File: config.mk
export PLATFORM = sky130hd
export DESIGN_NAME = bcd_display_prep
export DESIGN_NICKNAME = d
export VERILOG_FILES = /design/src/rtl/bcd_pkg.sv /design/src/rtl/bcd_adj3.sv /design/src/rtl/bcd_display_prep.sv
export SDC_FILE = /design/constraint.sdc
export NUM_CORES = 1
export LEC_CHECK = 0
export BUFFER_PORTS_ARGS = -buffer_cell sky130_fd_sc_hd__clkbuf_2
export CAP_MARGIN = 10
export CORE_ASPECT_RATIO = 0.7
export CORE_MARGIN = 2
export CORE_UTILIZATION = 56
export CTS_CLUSTER_SIZE = 8
export DETAILED_ROUTE_END_ITERATION = 7
export HOLD_SLACK_MARGIN = 0.06
export PLACE_DENSITY = 0.78
export REMOVE_ABC_BUFFERS = 1
export SYNTH_ARGS = -nofsm -noshare
export SYNTH_HDL_FRONTEND = slang
export SYNTH_SLANG_ARGS = --single-unit
File: constraint.sdc
create_clock -name Clock -period 2.1 [get_ports Clock]
set_input_delay 0.63 -clock Clock [delete_from_list [all_inputs] [get_ports Clock]]
set_output_delay 0.63 -clock Clock [all_outputs]
set_load 0.1 [all_outputs]
File: src/rtl/bcd_pkg.sv
// bcd_pkg: shared types and constants for the binary-to-BCD display path
package bcd_pkg;
  typedef enum logic [1:0] {IDLE = 2'd0, SHIFT = 2'd1, DONE = 2'd2} state_t;
  localparam int DEFAULT_WIDTH = 8;
  localparam int DEFAULT_DIGITS = 3;
  localparam logic [3:0] ADJ_THRESH = 4'd5;
  localparam logic [3:0] ADJ_ADD = 4'd3;
endpackage

File: src/rtl/bcd_adj3.sv
// bcd_adj3: double-dabble nibble correction, add 3 when the digit is 5 or more
module bcd_adj3
  import bcd_pkg::*;
(
  input  logic [3:0] nib_i,
  output logic [3:0] nib_o
);
  assign nib_o = (nib_i >= ADJ_THRESH) ? nib_i + ADJ_ADD : nib_i;
endmodule

File: src/rtl/bcd_display_prep.sv
// bcd_display_prep: sequential double-dabble converter, one input bit per clock
module bcd_display_prep
  import bcd_pkg::*;
#(
  parameter int WIDTH = DEFAULT_WIDTH,
  parameter int DIGITS = DEFAULT_DIGITS
) (
  input  logic                  Clock,
  input  logic                  Reset_b,
  input  logic                  start,
  input  logic [WIDTH-1:0]      bin_in,
  output logic                  busy,
  output logic                  done,
  output logic [4*DIGITS-1:0]   bcd_out
);
  localparam int CW = $clog2(WIDTH);
  localparam int BW = 4 * DIGITS;
  localparam int SW = BW + WIDTH;
  state_t state_q, state_d;
  logic [SW-1:0] sr_q, sr_d, shifted;
  logic [CW-1:0] cnt_q, cnt_d;
  logic [BW-1:0] bcd_q, bcd_d, adj;
  logic last;
  for (genvar g = 0; g < DIGITS; g++) begin : g_adj
    bcd_adj3 u_adj (.nib_i(sr_q[WIDTH+4*g +: 4]), .nib_o(adj[4*g +: 4]));
  end
  assign shifted = {adj, sr_q[WIDTH-1:0]} << 1;
  assign last = (cnt_q == CW'(WIDTH - 1));
  always_ff @(posedge Clock or negedge Reset_b) begin
    if (!Reset_b) begin
      state_q <= IDLE;
      sr_q <= '0;
      cnt_q <= '0;
      bcd_q <= '0;
    end else begin
      state_q <= state_d;
      sr_q <= sr_d;
      cnt_q <= cnt_d;
      bcd_q <= bcd_d;
    end
  end
  always_comb begin
    state_d = state_q;
    unique case (state_q)
      IDLE:    state_d = start ? SHIFT : IDLE;
      SHIFT:   state_d = last ? DONE : SHIFT;
      default: state_d = IDLE;
    endcase
  end
  // The result register only updates on the final shift so the display never shows partial digits
  always_comb begin
    sr_d = sr_q;
    cnt_d = cnt_q;
    bcd_d = bcd_q;
    if (state_q == IDLE && start) begin
      sr_d = {{BW{1'b0}}, bin_in};
      cnt_d = '0;
    end else if (state_q == SHIFT) begin
      sr_d = shifted;
      cnt_d = cnt_q + 1'b1;
      bcd_d = last ? shifted[SW-1 -: BW] : bcd_q;
    end
  end
  always_comb begin
    busy = (state_q == SHIFT);
    done = (state_q == DONE);
    bcd_out = bcd_q;
  end
endmodule

; ---- Word-level counts from Yosys, hierarchy flattened
; Cells that the tools add are included.
[op_classes]
add_sub_neg = 4
n_lt_le_gt_ge = 3
n_eq_ne = 3
n_mux = 10
n_bitwise = 1
n_reduce_logical = 4
[op_table]
columns = operator, count
row1 = $mux 20, 2
row2 = $ge 4x3->1 const B, 3
row3 = $mux 3, 3
row4 = $add 4x2->4 const B, 2
row5 = $mux 4, 2
row6 = $pmux 2 s2, 1
row7 = $add 3x1->3 const B, 1
row8 = $add 3x2->3 const B, 1
row9 = $eq 3x3->1 const B, 1
row10 = $reduce_and 3->1, 1
row11 = $eq 2x1->1 const B, 1
row12 = $eq 2x2->1 const B, 1
row13 = $logic_not 2->1, 1
row14 = $mux 2, 1
row15 = $reduce_bool 2->1, 1
row16 = $logic_and 1x1->1, 1
row17 = $mux 1, 1
row18 = $not 1->1, 1
[word_totals]
reg_bits = 37
inputBits = 11
out_inout_bits = 14
word_cells = 29

; ---- Logic depth before layout (Yosys ltp)
[depth]
word_depth = 4
ltp_mapped = 7
depth_no_buf = 6

; ---- Modules after synthesis
; From an unflattened synthesis, not the netlist that was laid out.
[hier_totals]
cells_unflattened = 148
hier_area_um2 = 1796.7
[by_module_without_submodules]
columns = mod, instances, cells_each, area_each_um2, seq_area_each_um2
row1 = bcd_display_prep, 1, 100, 1492.7, 925.9
row2 = bcd_adj3, 3, 16, 101.3, 0.0

; ---- Worst setup path after synthesis
; No wires, ideal clock.
[synth_timing]
path_type = register to output
from = reg state_q[1]
to = out done
arrival_time_ns = 2.004
required_ns = 1.470
slack_ns = -0.534
stages_incl_launch_ff = 3
n_path_buf = 1
path_cell_list = dfrtp_1 -> clkbuf_1 -> nor2b_1
[synth_via]
elab_chain_len = 1
[synth_rtl]
columns = element, line_no
row1 = start: declaration, bcd_display_prep.sv:19  ; state_t state_q, state_d;
row2 = start signal: assignment, bcd_display_prep.sv:36  ; state_q <= state_d;
row3 = $eq 2x2->1, bcd_display_prep.sv:66  ; done = (state_q == DONE);
row4 = end: declaration, bcd_display_prep.sv:13  ; output logic done,
; No other way between the ends.

; ---- Worst setup path after layout
[layout_timing]
from = reg state_q[0]
to = out busy
[layout_via]
elab_chain_len = 1
[layout_rtl]
columns = element, line_no
row1 = $eq 2x1->1, bcd_display_prep.sv:65  ; busy = (state_q == SHIFT);
row2 = end: declaration, bcd_display_prep.sv:12  ; output logic busy,
; No other way between the ends.

==> report_table.html <==
<table>
<tr><th>Metric</th><th>Value</th></tr>
<tr><th colspan="2">Worst setup path</th></tr>
<tr><td>Endpoint required time on the critical path</td><td>1.47 ns</td></tr>
<tr><td>Arrival time reported for the critical path endpoint</td><td>between 1 and 1.5 ns</td></tr>
<tr><td>Capturing element type of the critical path</td><td>output pin</td></tr>
<tr><td>R2R Path End</td><td>sr_q[14]</td></tr>
<tr><td>Setup slack on the worst flop-to-flop path</td><td>~0.38 ns</td></tr>
<tr><td>Critical Path Fanout Max</td><td>16</td></tr>
<tr><td>WS Path Type</td><td>register to output pin</td></tr>
<tr><td>Critical path launch point type</td><td>register</td></tr>
<tr><td>FF-to-FF Start</td><td>sr_q[12]</td></tr>
<tr><td>Worst Reg2Reg Path Length in Cells</td><td>6</td></tr>
<tr><th colspan="2">Min path</th></tr>
<tr><td>Path class of the lowest-slack min-delay path</td><td>input port to async pin</td></tr>
<tr><th colspan="2">Floorplanning</th></tr>
<tr><td>Effective utilization at floorplan</td><td>58.18%</td></tr>
<tr><td>Row cnt</td><td>17</td></tr>
<tr><td>Core Footprint</td><td>just over 3000 um2</td></tr>
<tr><td>Die X</td><td>just over 70 um</td></tr>
<tr><td>I/O pin count</td><td>25</td></tr>
<tr><td>Die ar.</td><td>3704 um2</td></tr>
<tr><td>Vertical die dimension</td><td>between 50 and 60 um</td></tr>
<tr><th colspan="2">Placement</th></tr>
<tr><td>Dpl cells</td><td>approximately 230</td></tr>
<tr><td>Placed Area</td><td>1989 um2</td></tr>
<tr><td>RePlAce Congestion</td><td>0.7467</td></tr>
<tr><td>HPWL reported at the end of detailed placement</td><td>between 2000 and 3000 um</td></tr>
<tr><td>Quantity of I/O buffers inserted on ports</td><td>24</td></tr>
<tr><th colspan="2">Clock tree</th></tr>
<tr><td>Number of gates resized after CTS</td><td>1</td></tr>
<tr><td>TritonCTS clock tree</td><td>done</td></tr>
<tr><td>Clock transition at path regs</td><td>around 0.070 ns</td></tr>
<tr><td>CTS buffer count</td><td>5</td></tr>
<tr><td>Skew-Pair Late Insertion Delay</td><td>around 0.29 ns</td></tr>
<tr><td>Max H-tree Level</td><td>2</td></tr>
<tr><td>Worst-case clock buffer depth</td><td>2</td></tr>
<tr><td>Number of clock sinks</td><td>37</td></tr>
<tr><td>Number of setup buffers added after CTS</td><td>0</td></tr>
<tr><td>Post-CTS Hold Fix Bufs</td><td>0</td></tr>
<tr><td>Root buf cell</td><td>sky130_fd_sc_hd__clkbuf_8</td></tr>
<tr><th colspan="2">Logic synthesis</th></tr>
<tr><td>Share of synthesized registers carrying an async set or reset</td><td>100.0%</td></tr>
<tr><td>Flip-flop cell with the highest count after synthesis</td><td>sky130_fd_sc_hd__dfrtp_1</td></tr>
<tr><td>Number of distinct library cells after synthesis</td><td>28</td></tr>
<tr><td>Total standard cell area after synthesis</td><td>around 1800 um2</td></tr>
<tr><td>Seq/Total Area, Yosys</td><td>51.25%</td></tr>
<tr><td>Number of instances in the synthesized netlist</td><td>around 170</td></tr>
<tr><td>Yosys synthesis warning count</td><td>0</td></tr>
<tr><td>Post-Syn Area per Cell</td><td>10.50 um2</td></tr>
<tr><td>FF+latch count, synth</td><td>37</td></tr>
<tr><td>Number of enable-type register cells in the synthesized netlist</td><td>0</td></tr>
<tr><th colspan="2">Timing</th></tr>
<tr><td>Final setup viols</td><td>0</td></tr>
<tr><td>Unrepaired setup endpoints after global routing</td><td>false</td></tr>
<tr><td>Worst max-slew margin expressed relative to the limit</td><td>58.81%</td></tr>
<tr><td>Final setup skew</td><td>a little under 0.005 ns</td></tr>
<tr><td>Fin crit period</td><td>1.931 ns</td></tr>
<tr><td>Highest clock frequency the design can meet</td><td>between 500 and 600 MHz</td></tr>
<tr><td>Max Slew Vio Count</td><td>0</td></tr>
<tr><td>Share of the cycle needed by the critical path after routing</td><td>approximately nine tenths</td></tr>
<tr><td>Transition time of the tightest slew-check pin</td><td>about 0.62 ns</td></tr>
<tr><td>Final hold violation count</td><td>0</td></tr>
<tr><th colspan="2">Detailed routing</th></tr>
<tr><td>DR pass1 iterations</td><td>4</td></tr>
<tr><td>DRC Markers</td><td>0</td></tr>
<tr><td>Number of vias per cell</td><td>roughly 5.5</td></tr>
<tr><td>Initial detailed-routing violation count</td><td>77</td></tr>
<tr><td>Number of vias after detailed routing</td><td>between 1000 and 1500</td></tr>
<tr><td>Avg WL per Cell</td><td>between 10 and 15 um</td></tr>
<tr><td>ANT nets after route</td><td>0</td></tr>
<tr><td>Total Routed Length</td><td>3484 um</td></tr>
<tr><th colspan="2">Finish</th></tr>
<tr><td>Area of all placed cells without fillers</td><td>2071 um2</td></tr>
<tr><td>Area growth syn-to-layout</td><td>14.61%</td></tr>
<tr><td>Fraction of layout instances using a drive strength above 1</td><td>between 20% and 30%</td></tr>
<tr><td>Final net count</td><td>221</td></tr>
<tr><td>Antenna fix cells</td><td>0</td></tr>
<tr><td>Finished Layout Cells</td><td>about 240</td></tr>
<tr><th colspan="2">Outcome</th></tr>
<tr><td>Run status</td><td>finished clean</td></tr>
<tr><th colspan="2">Global route</th></tr>
<tr><td>Initial antenna violation count</td><td>0</td></tr>
<tr><td>Total Routing Usage GR</td><td>around 22%</td></tr>
<tr><td>Global-route congestion overflow total</td><td>0</td></tr>
<tr><td>Maximum number of pins on one net before global-route repair</td><td>26</td></tr>
<tr><td>Number of global-route vias before repair</td><td>roughly 1400</td></tr>
<tr><td>First-pass GRT wire length</td><td>between 6000 and 7000 um</td></tr>
<tr><th colspan="2">Flow run</th></tr>
<tr><td>Maximum Capacitance Violations</td><td>0</td></tr>
</table>
## layer usage
layer  vias up  GRT usage (%)  share of wire [%]
met5         -              0                  0
met4         0          10.06                2.0
met3         9          5.426                4.0
met2        29          38.58                 49
met1       631          26.19                 45
li1        649              -                  -
## kinds of logic after synthesis
kind of cell	after synthesis	synth area share (%)
buf+inv	16	5.471
xor+xnor	3	1.455
compound gates	53	19.60
mux	4	2.700
fa+ha+maj	8	5.540
simple gates	51	13.99
flops	37	51.25
## critical path: stages, from the launching register on
cell                       delay, ns
sky130_fd_sc_hd__dfrtp_2        0.52
sky130_fd_sc_hd__nand2b_1       0.18
sky130_fd_sc_hd__inv_6          0.13
sky130_fd_sc_hd__buf_12         0.18
## state kept, by name, indices dropped and copies added (netlist names)
register / flops
sr_q: 20
cnt_q: 3
state_q: 2
bcd_out: 12
## how the worst max path moves through the flow
stage | from | to | slack [ns] | cells after the start
after floorplan | state_q[1] | done | -0.41 | 1
after global placement | state_q[0] | busy | 0.36 | 3
after detailed placement | state_q[0] | busy | 0.34 | 3
after CTS | state_q[0] | busy | 0.16 | 3
after global routing | state_q[0] | busy | 0.08 | 3
final | state_q[0] | busy | 0.17 | 3
## cells in the final DEF (no fill, tap or decap), types with 2 or more instances in the layout
cell | Yosys | final
sky130_fd_sc_hd__dfrtp_1 | 37 | 36
sky130_fd_sc_hd__a22o_1 | 4 | 4
sky130_fd_sc_hd__xnor2_1 | 3 | 3
sky130_fd_sc_hd__clkbuf_1 | 2 | 3
sky130_fd_sc_hd__nor2_1 | 4 | 4
sky130_fd_sc_hd__o21ai_2 | 8 | 8
sky130_fd_sc_hd__clkbuf_2 | 0 | 22
sky130_fd_sc_hd__buf_12 | 1 | 2
sky130_fd_sc_hd__clkbuf_8 | 0 | 5
sky130_fd_sc_hd__nor2_4 | 2 | 2
sky130_fd_sc_hd__nand2_1 | 34 | 34
sky130_fd_sc_hd__nand2b_1 | 5 | 5
sky130_fd_sc_hd__a22oi_1 | 7 | 7
sky130_fd_sc_hd__nor3b_1 | 4 | 4
sky130_fd_sc_hd__o21ai_0 | 21 | 21
sky130_fd_sc_hd__ha_1 | 8 | 8
sky130_fd_sc_hd__a2bb2oi_2 | 2 | 2
sky130_fd_sc_hd__a21oi_1 | 7 | 7
sky130_fd_sc_hd__buf_4 | 0 | 6
sky130_fd_sc_hd__inv_1 | 8 | 8
sky130_fd_sc_hd__mux2_2 | 3 | 3
## area by class of cell
cell class	count	area [um2]
timing repair buffer	30	195.2
sequential	37	927.1
tap	38	47.55
multi-input combinational	119	782.0
clock buffer	8	80.08
fill	255	1035
inverter	9	38.79
## synth_stat cells, types with 2 or more instances
cell type / number / area share (%)
sky130_fd_sc_hd__o21ai_0: 21 / 5.8
sky130_fd_sc_hd__clkbuf_1: 2 / 0.42
sky130_fd_sc_hd__nor2_4: 2 / 1.2
sky130_fd_sc_hd__inv_1: 8 / 1.7
sky130_fd_sc_hd__buf_6: 2 / 1.2
sky130_fd_sc_hd__xnor2_1: 3 / 1.5
sky130_fd_sc_hd__ha_1: 8 / 5.5
sky130_fd_sc_hd__nor2_1: 4 / 0.83
sky130_fd_sc_hd__a22o_1: 4 / 1.9
sky130_fd_sc_hd__o21ai_2: 8 / 3.9
sky130_fd_sc_hd__a22oi_1: 7 / 2.9
sky130_fd_sc_hd__nand2b_1: 5 / 1.7
sky130_fd_sc_hd__nor3b_1: 4 / 1.7
sky130_fd_sc_hd__buf_2: 2 / 0.55
sky130_fd_sc_hd__nand2_1: 34 / 7.1
sky130_fd_sc_hd__a21oi_1: 7 / 1.9
sky130_fd_sc_hd__mux2_2: 3 / 1.9
sky130_fd_sc_hd__a2bb2oi_2: 2 / 1.7
sky130_fd_sc_hd__dfrtp_1: 37 / 51
## per-stage QoR
stage	TNS [ns]	util, %	setup WS, ns	hold slack (ns)
after floorplan	-0.4102	-	-0.4102	0.3344
after global placement	0	64.06	0.3589	0.4612
after detailed placement	0	64.06	0.3411	0.4632
after CTS	0	66.68	0.1636	0.3671
after global routing	0	66.68	0.08324	0.3962
final	0	66.68	0.1688	0.3429
Power is not shown: default switching activity piles up to over one toggle a cycle in this logic, so the estimate is an artifact.
